File: config.mk
export PLATFORM = sky130hd
export DESIGN_NAME = wide_add_sequencer
export DESIGN_NICKNAME = d
export VERILOG_FILES = /design/src/rtl/wide_add_pkg.sv /design/src/rtl/brent_kung_adder.sv /design/src/rtl/wide_add_sequencer.sv
export SDC_FILE = /design/constraint.sdc
export NUM_CORES = 2
export LEC_CHECK = 0
export BUFFER_PORTS_ARGS = -buffer_cell sky130_fd_sc_hd__buf_2
export CAP_MARGIN = 10
export CELL_PAD_IN_SITES_DETAIL_PLACEMENT = 1
export CELL_PAD_IN_SITES_GLOBAL_PLACEMENT = 2
export CORE_MARGIN = 2
export CORE_UTILIZATION = 35
export DETAILED_ROUTE_END_ITERATION = 16
export PLACE_DENSITY_LB_ADDON = 0.1
export SYNTH_ARGS = -nofsm -noshare
export SYNTH_HDL_FRONTEND = slang
export SYNTH_SLANG_ARGS = --single-unit
File: constraint.sdc
create_clock -name clk -period 3.4 [get_ports clk]
set_input_delay 0.34 -clock clk [delete_from_list [all_inputs] [get_ports clk]]
set_output_delay 0.34 -clock clk [all_outputs]
set_load 0.02 [all_outputs]
File: src/rtl/wide_add_pkg.sv
// Shared types and defaults for the multi-precision add/subtract sequencer.
`ifndef ADDER_SIZE
`define ADDER_SIZE 64
`endif

package wide_add_pkg;
  typedef enum logic [1:0] {IDLE, RUN, DONE} wa_state_e;

  localparam int WA_BEATS = 4;
endpackage

File: src/rtl/brent_kung_adder.sv
// W-bit Brent-Kung parallel-prefix adder with carry-in and carry-out.
`ifndef ADDER_SIZE
`define ADDER_SIZE 64
`endif

module brent_kung_adder #(
  parameter int W = `ADDER_SIZE
) (
  input  logic [W-1:0] in_op1,
  input  logic [W-1:0] in_op2,
  input  logic         cin,
  output logic [W-1:0] out_res,
  output logic         cout
);
  localparam int L = $clog2(W);

  logic [W-1:0] w_g;
  logic [W-1:0] w_p;
  logic [W-1:0] w_gg;
  logic [W-1:0] w_pp;
  logic [W:0]   w_c;

  assign w_g = in_op1 & in_op2;
  assign w_p = in_op1 ^ in_op2;

  // Up-sweep builds power-of-two spans; down-sweep fills the remaining prefixes.
  always_comb begin
    w_gg = w_g;
    w_pp = w_p;
    for (int l = 0; l < L; l++) begin
      for (int i = (2 << l) - 1; i < W; i += (2 << l)) begin
        w_gg[i] = w_gg[i] | (w_pp[i] & w_gg[i-(1<<l)]);
        w_pp[i] = w_pp[i] & w_pp[i-(1<<l)];
      end
    end
    for (int l = L - 2; l >= 0; l--) begin
      for (int i = 3 * (1 << l) - 1; i < W; i += (2 << l)) begin
        w_gg[i] = w_gg[i] | (w_pp[i] & w_gg[i-(1<<l)]);
        w_pp[i] = w_pp[i] & w_pp[i-(1<<l)];
      end
    end
  end

  always_comb begin
    w_c    = '0;
    w_c[0] = cin;
    for (int i = 1; i <= W; i++) begin
      w_c[i] = w_gg[i-1] | (w_pp[i-1] & cin);
    end
  end

  assign out_res = w_p ^ w_c[W-1:0];
  assign cout    = w_c[W];
endmodule

File: src/rtl/wide_add_sequencer.sv
// Multi-precision add/subtract: one W-bit adder reused LSB-first over BEATS
// chunks, carry chained through a register, results returned on valid/ready.
`ifndef ADDER_SIZE
`define ADDER_SIZE 64
`endif

module wide_add_sequencer
  import wide_add_pkg::*;
#(
  parameter int W     = `ADDER_SIZE,
  parameter int BEATS = WA_BEATS
) (
  input  logic               clk,
  input  logic               rst_n,
  input  logic               in_valid,
  output logic               in_ready,
  input  logic [W*BEATS-1:0] in_op1,
  input  logic [W*BEATS-1:0] in_op2,
  input  logic               in_cin,
  input  logic               in_sub,
  output logic               out_valid,
  input  logic               out_ready,
  output logic [W*BEATS-1:0] out_res,
  output logic               out_cout,
  output logic               out_ovf
);
  localparam int N  = W * BEATS;
  localparam int BW = $clog2(BEATS);
  localparam logic [BW-1:0] LAST_BEAT = BW'(BEATS - 1);

  wa_state_e     r_state;
  wa_state_e     w_state_nxt;
  logic [BW-1:0] r_beat;
  logic          r_carry;
  logic [N-1:0]  r_a;
  logic [N-1:0]  r_b;
  logic [N-1:0]  r_acc;
  logic [N-1:0]  r_res;
  logic          r_cout;
  logic          r_ovf;

  logic [W-1:0]  w_sum;
  logic          w_cout;
  logic          w_ovf;
  logic          w_last;
  logic [N-1:0]  w_acc_nxt;

  brent_kung_adder #(.W(W)) u_adder (
    .in_op1  (r_a[W-1:0]),
    .in_op2  (r_b[W-1:0]),
    .cin     (r_carry),
    .out_res (w_sum),
    .cout    (w_cout)
  );

  assign w_last    = (r_beat == LAST_BEAT);
  assign w_ovf     = (r_a[W-1] == r_b[W-1]) && (w_sum[W-1] != r_a[W-1]);
  assign w_acc_nxt = {w_sum, r_acc[N-1:W]};

  always_comb begin
    w_state_nxt = r_state;
    case (r_state)
      IDLE:    if (in_valid)  w_state_nxt = RUN;
      RUN:     if (w_last)    w_state_nxt = DONE;
      DONE:    if (out_ready) w_state_nxt = IDLE;
      default: w_state_nxt = IDLE;
    endcase
  end

  always_ff @(posedge clk or negedge rst_n) begin
    if (!rst_n) r_state <= IDLE;
    else        r_state <= w_state_nxt;
  end

  // The visible result is only refreshed on the final beat, so it stays
  // stable through DONE and across handoff until the next op completes.
  always_ff @(posedge clk or negedge rst_n) begin
    if (!rst_n) begin
      r_beat  <= '0;
      r_carry <= 1'b0;
      r_a     <= '0;
      r_b     <= '0;
      r_acc   <= '0;
      r_res   <= '0;
      r_cout  <= 1'b0;
      r_ovf   <= 1'b0;
    end else begin
      case (r_state)
        IDLE: begin
          if (in_valid) begin
            r_a     <= in_op1;
            r_b     <= in_sub ? ~in_op2 : in_op2;
            r_carry <= in_sub ? 1'b1 : in_cin;
            r_beat  <= '0;
          end
        end
        RUN: begin
          r_a     <= {{W{1'b0}}, r_a[N-1:W]};
          r_b     <= {{W{1'b0}}, r_b[N-1:W]};
          r_acc   <= w_acc_nxt;
          r_carry <= w_cout;
          if (w_last) begin
            r_res  <= w_acc_nxt;
            r_cout <= w_cout;
            r_ovf  <= w_ovf;
          end else begin
            r_beat <= r_beat + BW'(1);
          end
        end
        default: ;
      endcase
    end
  end

  assign in_ready  = (r_state == IDLE);
  assign out_valid = (r_state == DONE);
  assign out_res   = r_res;
  assign out_cout  = r_cout;
  assign out_ovf   = r_ovf;
endmodule
==> impl_metrics.py <==
metrics = {
    "outcome": {
        "status": "complete, no violations",
    },
    "synthesis": {
        "yosys.area_share.simple": 0.160,
        "yosys-top-cells-area": "dfrtp_1, nand2_1, a22oi_1, o21ai_0, nor2b_1",
        "syn_inst": 4899,
        "yosysTopAreaCell": "dfrtp_1",
        "synth.avg_cell_area_um2": 9.39,
        "synthesis.nets": 5483,
        "synth-main-ff-cell": "dfrtp_1",
        "synth_cell_type_count": 68,
        "synth_top_area_share": 0.526,
        "ys_async_sr_fraction": 1.00,
        "synth_xor_area_frac": 0.0546,
        "yosysWarnings": 0,
        "synth_compound_area_frac": 0.206,
        "synth-seq-cells": 967,
        "ys_seq_area_frac": 0.526,
        "synth_edf_count": 0,
        "synth_fa_ha_area_frac": 0.0181,
        "synth_area_um2": 46000,
        "synth.area.mux_share": 0.00324,
        "synth_top_family_by_area": "compound AO/OA/AOI/OAI gates",
    },
    "cts": {
        "clockBufferDepth": 3,
        "post_cts_buffers": 0,
        "cts_sinks": 967,
        "numCtsBuffers": 113,
        "htree_levels": 3,
        "tritoncts": "yes",
        "insertion_delay_ps": 730,
        "worst_setup_hold_path_clk_slew_ps": 60,
        "cts_root_buf": "clkbuf_16",
    },
    "finish": {
        "n_fill_cell": 14900,
        "regArea_um2": 24200,
        "nets": 6496,
        "most-common-layout-cells": "nand2_1, dfrtp_1, buf_2",
        "utilization": 0.456,
        "drive_above_1_share": 0.189,
        "multiInputGateArea_um2": 20400,
        "layout_commonest_cell": "nand2_1",
        "area_growth_syn_to_layout_pct": 29.9,
    },
    "grt": {
        "antenna_found_initial": 36,
        "grt_util_all_layers": 0.291,
        "grt_max_degree": 171,
        "gr-total-overflow": 0,
        "grt_pass1_wl_um": 295000,
        "grt_pass1_vias": 42900,
    },
    "floorplan": {
        "die-area_um2": 134000,
        "fp.coreArea_um2": 131000,
        "fp-row-count": 133,
        "start_util": 0.351,
        "die_h_um": 367,
        "num_io_pins": 778,
        "die_w_um": 367,
    },
    "power": {
        "p_int_mw": 32.0,
        "ir_drop_mv": 0.789,
        "p_sw_mw": 25.3,
        "clkPwrFrac": 0.223,
        "power_density_nw_per_um2": 959,
        "p_leak_nw": 28.7,
        "seqPwrFrac": 0.373,
        "p_comb_frac": 0.403,
        "switching_share": 0.442,
    },
    "routing": {
        "detail_route.first_pass.iterations": 5,
        "num_vias": 41300,
        "drc": 0,
        "drt-initial-drc-count": 3113,
        "viasPerCell": 5.31,
        "drt_wl_total_um": 199000,
        "post_drt_wl_per_cell_um": 25.6,
        "ant_nets": 0,
    },
    "critical_path": {
        "reg2regPathDepth": 12,
        "arrival_ps": 2930,
        "startpoint": "r_state[1]",
        "cp-start-kind": "flip-flop",
        "worstSetupPathType": "reg -> out",
        "worst_setup_path_end_kind": "primary output",
        "crit_required_ps": 3060,
        "worstPathMaxFanout": 144,
        "r2r_start": "r_a[1]",
    },
    "min_path": {
        "hold_class": "in -> reg",
        "worstHoldStart": "in_op1[0]",
        "whs_path_depth": 3,
    },
    "sta": {
        "slew_headroom": 0.236,
        "fmax_ghz": 0.306,
        "fin_skew_ps": 26.6,
        "setup_violations": 0,
        "worstMarginPinSlew_ps": 1150,
        "period_share": 0.961,
        "rsz0062_at_grt": "false",
        "finalHoldViolCount": 0,
        "setup-tns-final_ps": 0,
        "slew_viol_final": 0,
        "period_minus_slack_ps": 3270,
    },
    "placement": {
        "io_buffers": 777,
        "dpl.hpwl_um": 140000,
        "gp_congestion": 0.893,
    },
    "job": {
        "maxCapViolCount": 0,
    },
}
-- synth_stat cells, types with 5 or more instances --
| cell | n |
|---|---|
| or4_1 | 8 |
| a22o_1 | 129 |
| ha_1 | 65 |
| nor2_1 | 35 |
| clkbuf_1 | 342 |
| o21a_1 | 16 |
| nand4_1 | 12 |
| nand2_1 | 1118 |
| a21boi_0 | 7 |
| a21o_1 | 14 |
| a21oi_1 | 415 |
| dfrtp_1 | 967 |
| xor2_1 | 272 |
| nand2b_1 | 18 |
| buf_1 | 30 |
| nor2b_1 | 383 |
| o21ai_1 | 16 |
| inv_1 | 20 |
| o31ai_1 | 31 |
| xnor2_1 | 15 |
| a31oi_1 | 7 |
| nor3_1 | 16 |
| or2_2 | 5 |
| nand3_1 | 12 |
| a22oi_1 | 378 |
| o21ai_0 | 489 |
| nor3b_1 | 7 |
| or3_1 | 6 |
| mux2i_1 | 7 |
| mux2_2 | 7 |
-- path summary, 6_finish.rpt --
| path | to | slack (ps) |
|---|---|---|
| max reg2reg | r_acc[247] | 150 |
| max in group asynchronous | out_res[140] | 2120 |
| min | r_a[0] | 40 |
| min in group asynchronous | out_res[46] | 170 |
| min reg2reg | out_res[24] | 460 |
| max | in_ready | 130 |
-- metrics by stage --
step	cells	setup WS [ps]	total power, mW	instance area (um2)	hold WS [ps]
global route	7776	19.3	60.9	59800	38.6
detailed placement	7190	79.2	44.3	52200	400
CTS	7757	59.0	57.6	59700	0.295
finish	7777	133	57.3	59800	35.8
floorplan	4899	711	33.4	46000	44.4
global placement	7190	115	43.7	52200	405
-- cell families (layout without fill, tap and decap cells) --
group,count (synthesis),in the layout
and+or+nand+nor,1636,1636
muxes,14,14
AOI/OAI and AO/OA,1536,1536
adders and majority gates,66,66
other,0,20
xor gates and xnor gates,287,287
buffers and inverters,393,1496
DFF,967,967
-- cell type report --
| type | count | share of cell area |
|---|---|---|
| inverters | 20 | 0.00126 |
| diodes | 20 | 0.000838 |
| multi-input cells | 3539 | 0.342 |
| repair buffers | 1271 | 0.150 |
| well taps | 1755 | 0.0367 |
| clock buffers | 156 | 0.0543 |
| clock inverters | 49 | 0.0106 |
| flip-flops and latches | 967 | 0.405 |
-- layer usage --
metal | vias to the layer above | global-route usage | routed length, um
met5 | - | 0 | 129
met4 | 20 | 0.0981 | 6370
met3 | 261 | 0.0440 | 8970
met2 | 1040 | 0.471 | 94000
met1 | 21000 | 0.398 | 89600
li1 | 19000 | - | -
-- flip-flops by register name, indices dropped and copies added (netlist names) --
register  cells
out_res     256
r_b         256
r_acc       192
r_a         256
r_beat        2
r_carry       1
out_cout      1
out_ovf       1
r_state       2
-- repair_timing --
item                       4_1_cts  5_1_grt
hold endpoints to repair       399        0
hold buffers                   362        0
gates resized for setup          0        3
setup endpoints to repair        0        8
-- critical path: stages, from the launching register on --
cell and delay (ps):
dfrtp_4 620, buf_12 500, buf_4 510, nor2_1 90
buf_2 200
-- power by group through the flow --
stage / combinational, mW / sequential [mW] / clock, mW
after floorplan: 13.0 / 20.4 / 0
after global placement: 22.3 / 21.4 / 0
after detailed placement: 22.7 / 21.5 / 0
after CTS: 23.2 / 21.3 / 13.1
after global routing: 25.5 / 21.8 / 13.5
final: 23.1 / 21.4 / 12.8
No activity file was read; power rests on OpenSTA's default activity.
